[src/rtl/spdif_pkg.sv]
// spdif_pkg: shared constants, pair type and channel-status helper.
// Used by spdif_transmit and spdif_bmc_encoder; no ports.
package spdif_pkg;

  localparam int HALFCELLS_PER_FRAME = 128;
  localparam int FRAMES_PER_BLOCK    = 192;

  localparam logic [7:0] PRE_B = 8'b11101000;
  localparam logic [7:0] PRE_M = 8'b11100010;
  localparam logic [7:0] PRE_W = 8'b11100100;

  localparam int SLOT_AUDIO_LO = 4;
  localparam int SLOT_AUDIO_HI = 27;
  localparam int SLOT_V        = 28;
  localparam int SLOT_U        = 29;
  localparam int SLOT_C        = 30;
  localparam int SLOT_P        = 31;

  localparam int CS_COPY_BIT = 2;
  localparam int CS_FS_LO    = 24;
  localparam int CS_FS_HI    = 27;

  typedef struct packed {
    logic [23:0] left;
    logic [23:0] right;
  } pair_t;

  // Consumer-format channel-status bit for a frame index.
  function automatic logic cs_bit(
    input logic [7:0] frame,
    input logic [3:0] fs
  );
    logic b;
    b = 1'b0;
    if (frame == 8'(CS_COPY_BIT))
      b = 1'b1;
    else if (frame >= 8'(CS_FS_LO) &&
             frame <= 8'(CS_FS_HI))
      b = fs[frame[1:0]];
    return b;
  endfunction

endpackage

[src/rtl/spdif_transmit_if.sv]
// spdif_transmit_if: sample input bus and S/PDIF line/status outputs.
// master = sample source, slave = transmitter.
interface spdif_transmit_if #(
  parameter int WORD_SIZE = 32
);
  logic [WORD_SIZE-1:0] data_left;
  logic [WORD_SIZE-1:0] data_right;
  logic                 sample_valid;
  logic                 spdif_out;
  logic                 frame_start;
  logic                 block_start;
  logic                 underrun;
  logic                 overrun;

  modport master (
    output data_left, data_right, sample_valid,
    input  spdif_out, frame_start, block_start,
    input  underrun, overrun
  );

  modport slave (
    input  data_left, data_right, sample_valid,
    output spdif_out, frame_start, block_start,
    output underrun, overrun
  );
endinterface

[src/rtl/spdif_bmc_encoder.sv]
// spdif_bmc_encoder: biphase-mark line register with preamble insertion.
// In: sck, rst, i_bit, i_pre_act, i_pre_pat, i_hc[2:0]. Out: o_line.
module spdif_bmc_encoder (
  input  logic       sck,
  input  logic       rst,
  input  logic       i_bit,
  input  logic       i_pre_act,
  input  logic [7:0] i_pre_pat,
  input  logic [2:0] i_hc,
  output logic       o_line
);

  logic       r_level;
  logic       r_pol;
  logic       w_next;
  logic       w_pol_next;
  logic [2:0] w_pidx;

  assign w_pidx = 3'd7 - i_hc;
  assign o_line = r_level;

  // Preamble polarity is latched from the level preceding it.
  always_comb begin
    w_next     = r_level;
    w_pol_next = r_pol;
    unique case (1'b1)
      (i_pre_act && i_hc == 3'd0): begin
        w_next     = i_pre_pat[7] ^ r_level;
        w_pol_next = r_level;
      end
      (i_pre_act && i_hc != 3'd0):
        w_next = i_pre_pat[w_pidx] ^ r_pol;
      (!i_pre_act && !i_hc[0]):
        w_next = ~r_level;
      (!i_pre_act && i_hc[0]):
        w_next = r_level ^ i_bit;
      default:
        w_next = r_level;
    endcase
  end

  always_ff @(posedge sck or negedge rst) begin
    if (!rst) begin
      r_level <= 1'b0;
      r_pol   <= 1'b0;
    end else begin
      r_level <= w_next;
      r_pol   <= w_pol_next;
    end
  end

endmodule

[src/rtl/spdif_transmit.sv]
// spdif_transmit: IEC 60958 transmitter, 24-bit audio, 192-frame blocks.
// Ports: sck (128 fs), rst (async low), bus (slave). Option: SPDIF_CHANNEL_STATUS_EN.
module spdif_transmit
  import spdif_pkg::*;
#(
  parameter int         WORD_SIZE = 32,
  parameter logic [3:0] CS_FS     = 4'b0000
) (
  input logic             sck,
  input logic             rst,
  spdif_transmit_if.slave bus
);

  logic [6:0] r_hc;
  logic [7:0] r_frame;
  pair_t      r_hold;
  pair_t      r_tx;
  logic       r_pending;
  logic       r_vflag;
  logic       r_ever;
  logic       r_fs;
  logic       r_bs;
  logic       r_under;
  logic       r_over;

  logic        w_load;
  logic        w_sub;
  logic [4:0]  w_slot;
  logic [4:0]  w_idx;
  logic [23:0] w_aud;
  logic        w_pre;
  logic        w_is_aud;
  logic        w_c;
  logic        w_par;
  logic        w_bit;
  logic [7:0]  w_pat;
  logic        w_line;

  // r_hc is the half-cell emitted at the next edge.
  assign w_load   = (r_hc == 7'd0);
  assign w_sub    = r_hc[6];
  assign w_slot   = r_hc[5:1];
  assign w_idx    = w_slot - 5'(SLOT_AUDIO_LO);
  assign w_aud    = w_sub ? r_tx.right : r_tx.left;
  assign w_pre    = (w_slot < 5'(SLOT_AUDIO_LO));
  assign w_is_aud = !w_pre &&
                    (w_slot <= 5'(SLOT_AUDIO_HI));

`ifdef SPDIF_CHANNEL_STATUS_EN
  assign w_c = cs_bit(r_frame, CS_FS);
`else
  logic [3:0] w_unused_fs;
  assign w_unused_fs = CS_FS;
  assign w_c = 1'b0;
`endif

  // U is always 0, so it drops out of the parity.
  assign w_par = ^w_aud ^ r_vflag ^ w_c;

  generate
    if (WORD_SIZE > 24) begin : g_lsb
      logic w_unused_lsb;
      assign w_unused_lsb =
        ^{bus.data_left[WORD_SIZE-25:0],
          bus.data_right[WORD_SIZE-25:0]};
    end
  endgenerate

  always_comb begin
    w_bit = 1'b0;
    unique case (1'b1)
      w_pre:                   w_bit = 1'b0;
      w_is_aud:                w_bit = w_aud[w_idx];
      (w_slot == 5'(SLOT_V)):  w_bit = r_vflag;
      (w_slot == 5'(SLOT_U)):  w_bit = 1'b0;
      (w_slot == 5'(SLOT_C)):  w_bit = w_c;
      (w_slot == 5'(SLOT_P)):  w_bit = w_par;
      default:                 w_bit = 1'b0;
    endcase
  end

  always_comb begin
    w_pat = PRE_M;
    unique case (1'b1)
      w_sub:                      w_pat = PRE_W;
      (!w_sub && r_frame == '0):  w_pat = PRE_B;
      (!w_sub && r_frame != '0):  w_pat = PRE_M;
      default:                    w_pat = PRE_M;
    endcase
  end

  always_ff @(posedge sck or negedge rst) begin
    if (!rst) begin
      r_hc      <= '0;
      r_frame   <= '0;
      r_hold    <= '0;
      r_tx      <= '0;
      r_pending <= 1'b0;
      r_vflag   <= 1'b0;
      r_ever    <= 1'b0;
      r_fs      <= 1'b0;
      r_bs      <= 1'b0;
      r_under   <= 1'b0;
      r_over    <= 1'b0;
    end else begin
      r_hc <= (r_hc == 7'(HALFCELLS_PER_FRAME-1))
            ? '0 : r_hc + 7'd1;
      if (r_hc == 7'(HALFCELLS_PER_FRAME-1))
        r_frame <= (r_frame == 8'(FRAMES_PER_BLOCK-1))
                 ? '0 : r_frame + 8'd1;
      r_fs    <= w_load;
      r_bs    <= w_load && (r_frame == '0);
      r_under <= w_load && !r_pending && r_ever;
      // A pending pair consumed on this edge is not overwritten.
      r_over  <= bus.sample_valid && r_pending && !w_load;
      if (w_load) begin
        r_vflag <= !r_pending;
        if (r_pending) begin
          r_tx   <= r_hold;
          r_ever <= 1'b1;
        end
      end
      if (bus.sample_valid)
        r_hold <= {bus.data_left[WORD_SIZE-1 -: 24],
                   bus.data_right[WORD_SIZE-1 -: 24]};
      r_pending <= bus.sample_valid ||
                   (r_pending && !w_load);
    end
  end

  spdif_bmc_encoder u_bmc (
    .sck       (sck),
    .rst       (rst),
    .i_bit     (w_bit),
    .i_pre_act (w_pre),
    .i_pre_pat (w_pat),
    .i_hc      (r_hc[2:0]),
    .o_line    (w_line)
  );

  assign bus.spdif_out   = w_line;
  assign bus.frame_start = r_fs;
  assign bus.block_start = r_bs;
  assign bus.underrun    = r_under;
  assign bus.overrun     = r_over;

endmodule

[src/flat_wrapper.sv]
// flat-port wrapper written by rule: the top's interface ports become plain ports
module spdif_transmit_flat import spdif_pkg::*;
#(
  parameter int         WORD_SIZE = 32,
  parameter logic [3:0] CS_FS     = 4'b0000
)
  (sck, rst, bus_data_left, bus_data_right, bus_sample_valid, bus_spdif_out, bus_frame_start, bus_block_start, bus_underrun, bus_overrun);
  spdif_transmit_if #(.WORD_SIZE(WORD_SIZE)) bus_i ();
  input logic sck;
  input logic rst;
  input wire logic [$bits(bus_i.data_left)-1:0] bus_data_left;
  input wire logic [$bits(bus_i.data_right)-1:0] bus_data_right;
  input wire logic [$bits(bus_i.sample_valid)-1:0] bus_sample_valid;
  output wire logic [$bits(bus_i.spdif_out)-1:0] bus_spdif_out;
  output wire logic [$bits(bus_i.frame_start)-1:0] bus_frame_start;
  output wire logic [$bits(bus_i.block_start)-1:0] bus_block_start;
  output wire logic [$bits(bus_i.underrun)-1:0] bus_underrun;
  output wire logic [$bits(bus_i.overrun)-1:0] bus_overrun;
  assign bus_i.data_left = bus_data_left;
  assign bus_i.data_right = bus_data_right;
  assign bus_i.sample_valid = bus_sample_valid;
  assign bus_spdif_out = bus_i.spdif_out;
  assign bus_frame_start = bus_i.frame_start;
  assign bus_block_start = bus_i.block_start;
  assign bus_underrun = bus_i.underrun;
  assign bus_overrun = bus_i.overrun;
  spdif_transmit #(.WORD_SIZE(WORD_SIZE), .CS_FS(CS_FS)) u_core (.sck(sck), .rst(rst), .bus(bus_i));
endmodule
[config.mk]
export PLATFORM = sky130hd
export DESIGN_NAME = spdif_transmit_flat
export DESIGN_NICKNAME = d
export VERILOG_FILES = /design/src/rtl/spdif_pkg.sv /design/src/rtl/spdif_transmit_if.sv /design/src/rtl/spdif_bmc_encoder.sv /design/src/rtl/spdif_transmit.sv /design/src/flat_wrapper.sv
export SDC_FILE = /design/constraint.sdc
export NUM_CORES = 1
export LEC_CHECK = 0
export ABC_AREA = 1
export BUFFER_PORTS_ARGS = -buffer_cell sky130_fd_sc_hd__buf_4
export CORE_UTILIZATION = 25
export CTS_CLUSTER_DIAMETER = 60
export DETAILED_ROUTE_END_ITERATION = 12
export GPL_TIMING_DRIVEN = 1
export PLACE_DENSITY_LB_ADDON = 0.08
export SETUP_SLACK_MARGIN = 0.1
export SLEW_MARGIN = 20
export SYNTH_ARGS = -nofsm -noshare
export SYNTH_HDL_FRONTEND = slang
export SYNTH_HIERARCHICAL = 1
export SYNTH_SLANG_ARGS = --single-unit
[constraint.sdc]
create_clock -name sck -period 5.25 [get_ports sck]
set_clock_uncertainty 0.2 [all_clocks]
set_input_delay 1.05 -clock sck [delete_from_list [all_inputs] [get_ports sck]]
set_output_delay 1.05 -clock sck [all_outputs]
set_load 0.1 [all_outputs]
==> results.json <==
{
  "grt_use_total_pct": 11.8,
  "grt_pass1_wl_mm": 24.1,
  "critical_path_required_ns": 5.35,
  "avgSynthCellArea_um2": 8.10,
  "crit_path_max_fanout": 42,
  "drc": 0,
  "setup-tns-final_ns": 0,
  "dp_cells": 1127,
  "yosysSeqAreaShare_pct": 48.2,
  "rsz0062_at_grt": "false",
  "post_cts_buffers": 0,
  "synth_top_area_cell": "dfrtp_1",
  "fin_hold_ws_ns": 0.262,
  "status": "finished, final reports clean",
  "drive_gt1_share_pct": 18.8,
  "start_util_pct": 25.5,
  "p_per_area_mw_per_mm2": 322,
  "ir_worst_vdd_v": 0.000147,
  "drt_iter0_drc": 210,
  "die_w_um": 160,
  "crit_buf_inv": 3,
  "clk_pin_slew_ns": 0.06,
  "htreeDepth": 4,
  "synthSimpleGateAreaFrac_pct": 23.2,
  "fill_cells": 2666,
  "grt_overflow_total": 0,
  "final_cell_mix": "286 x nand2_1, 119 x dfrtp_1, 95 x inv_1",
  "postCtsResizedCells": 0,
  "worstReg2RegStart": "u_core/r_hc[6]$_DFF_PN0_",
  "synth.top_cells.by_area": "dfrtp_1 48%, nand2_1 17%, mux2_2 7.2%, inv_1 5.7%, o21ai_0 5.5%",
  "globalplace.congestion": 0.790,
  "cp_cell_sequence": "buf_4 > nand2_1 > o21ai_2 > inv_1 > nand2_1 > nand2_1 > nand2_1 > nand2_1 > nand2_1 > nand2_1 > clkinv_1 > nand3_1 > nand3_1 > nand3_1 > nand2_1 > o21ai_1 > or2_0 > nand3_1 > nand3_1",
  "crit_start": "u_core/r_hc[6]$_DFF_PN0_",
  "startpoint_type": "flip-flop",
  "synth_compound_area_share_pct": 9.58,
  "async_reset_ff_share_pct": 100,
  "cp_slowest_cell": "dfrtp_2",
  "fmax_mhz": 321,
  "ys_types": 43,
  "ys_warn_count": 6,
  "post_drt_wl_per_cell_um": 12.0,
  "instances_no_fill": 1159,
  "cts_tree": "done",
  "cts_num_sinks": 120,
  "leakagePower_uw": 0.00369,
  "hold_buffers": 0,
  "synth_adder_area_share_pct": 1.41,
  "dr.pass1.iters": 4,
  "hp-start": "u_core/r_ever$_DFFE_PN0P_",
  "antenna_found_initial": 0,
  "setup_violations": 0,
  "crit_type": "flip-flop to flip-flop",
  "synth_top_family_by_area": "simple AND/OR/NAND/NOR gates",
  "syn_to_final_growth_pct": 20.7,
  "die_h_um": 160,
  "hold_viol_final": 0,
  "grt_pass1_vias": 4822,
  "drtAntennaViolNets": 0,
  "core.rowCount": 57,
  "cp_slowest_stage_delay_ns": 0.85,
  "layout_min_cycle_time_ns": 3.12,
  "num_vias": 4826,
  "ys_seq_elements": 120,
  "clock_path_buffers": 2,
  "slew_viol_final": 0,
  "end_kind": "flip-flop",
  "arrival_ns": 3.22,
  "finalNetCount": 896,
  "total_power_uw": 2420,
  "dieArea_mm2": 0.0255,
  "n_antenna_cell": 0,
  "syn-cell-area_mm2": 0.00623,
  "fin_crit_sh_pct": 59.4,
  "fin_util_pct": 30.8,
  "relSlewSlack_pct": 49.0,
  "cts_buffers": 17,
  "vias_per_cell": 4.16,
  "core_mm2": 0.0244,
  "synth_top_cell_area_share_pct": 48.2,
  "synthXorXnorAreaFrac_pct": 0.703,
  "synth_cells": 769,
  "tightest_slew_ns": 0.765,
  "synth_mux_area_share_pct": 7.23,
  "synth-edff-count": 0,
  "grt_start_max_net_pins": 59,
  "io_pins": 72,
  "clock-root-buffer": "clkbuf_16",
  "numPortBuffers": 55,
  "ys.flop_type": "dfrtp_1",
  "drv_cap": 0,
  "routed_wl_mm": 13.9,
  "path_common_cell": "nand2_1",
  "hpwl_mm": 9.76,
  "cp_top_family": "simple AND/OR/NAND/NOR gates",
  "hold_path_class": "flip-flop to flip-flop",
  "clock_latency_ns": 0.41,
  "final_common_cell": "nand2_1"
}
flip-flops by register name (all words and copies together), names as in the netlist:
name and count:
u_core/r_hc 7, u_core/r_hold 48, u_core/u_bmc/r_pol 1, u_core/bus.block_start 1
u_core/r_pending 1, u_core/bus.underrun 1, u_core/r_frame 8, u_core/u_bmc/o_line 1
u_core/bus.frame_start 1, u_core/bus.overrun 1, u_core/r_ever 1, u_core/r_vflag 1
u_core/r_tx 48
where the power goes:
group / switching [µW] / internal (µW) / total [µW]
Sequential: 28.8 / 984 / 1010
Combinational: 121 / 92.9 / 214
Clock: 431 / 761 / 1190
routing by layer:
layer  wire length [µm]  global-route usage (%)  vias to the layer above  share of wire [%]
met3                403                    2.86                       10                2.9
li1                   -                       -                     2517                  -
met4                171                    4.24                        0                1.2
met5                  0                       0                        -                  0
met1               6950                    15.7                     2238                 50
met2               6350                    18.5                       61                 46
layout make-up:
cell class                      count  area [µm²]  area share (%)
Sequential cell                   120        3000            40.0
Clock inverter                     10         118            1.56
Inverter                          103         405            5.39
Timing Repair Buffer               60         450            5.99
Multi-Input combinational cell    520        2640            35.1
Clock buffer                       22         494            6.57
Tap cell                          324         405            5.39
cells in the mapped netlist (3+ instances only):
cell and count:
nand2_2 4, o21ai_0 68, buf_2 7, nand3b_1 3, nor2_1 22, nand2_1 286, o21ai_2 8, dfrtp_1 120
ha_1 7, inv_2 4, xor2_1 4, buf_1 3, clkbuf_1 9, buf_6 7, o211ai_1 4, mux2_2 40
nor4_1 3, o21ai_1 13, inv_1 95, a21oi_1 5, nand3_1 24, nor3_1 3
per-stage QoR:
| step | cell area, µm² | setup slack [ns] |
|---|---|---|
| finish | 7520 | 2.13 |
| detailed placement | 6910 | 2.10 |
| global route | 7520 | 1.71 |
| CTS | 7520 | 2.10 |
| floorplan | 6240 | 2.95 |
| global placement | 6910 | 2.09 |
final timing paths:
path                                                    to  slack [ns]  cells after the start
max reg2reg                u_core/u_bmc/o_line$_DFFE_PN0P_        2.13                     19
max in group asynchronous    u_core/r_hold[34]$_DFFE_PN0P_        3.45                      2
max                        u_core/u_bmc/o_line$_DFFE_PN0P_        2.13                     19
min                              u_core/r_ever$_DFFE_PN0P_        0.26                      2
min in group asynchronous     u_core/bus.overrun$_DFF_PN0_        0.43                      1
min reg2reg                      u_core/r_ever$_DFFE_PN0P_        0.26                      2
tightest hold or removal path, cell delays in order (launching register included):
cell and delay [ns]:
dfrtp_1 0.32, inv_1 0.05, nand2_1 0.06
logic make-up after synthesis:
group           Yosys count
simple gates            356
compound gates          107
flops                   120
fa+ha+maj                 7
other cells               2
buf+inv                 132
mux                      40
xor+xnor                  5
Power figures use the tool's default switching activity.
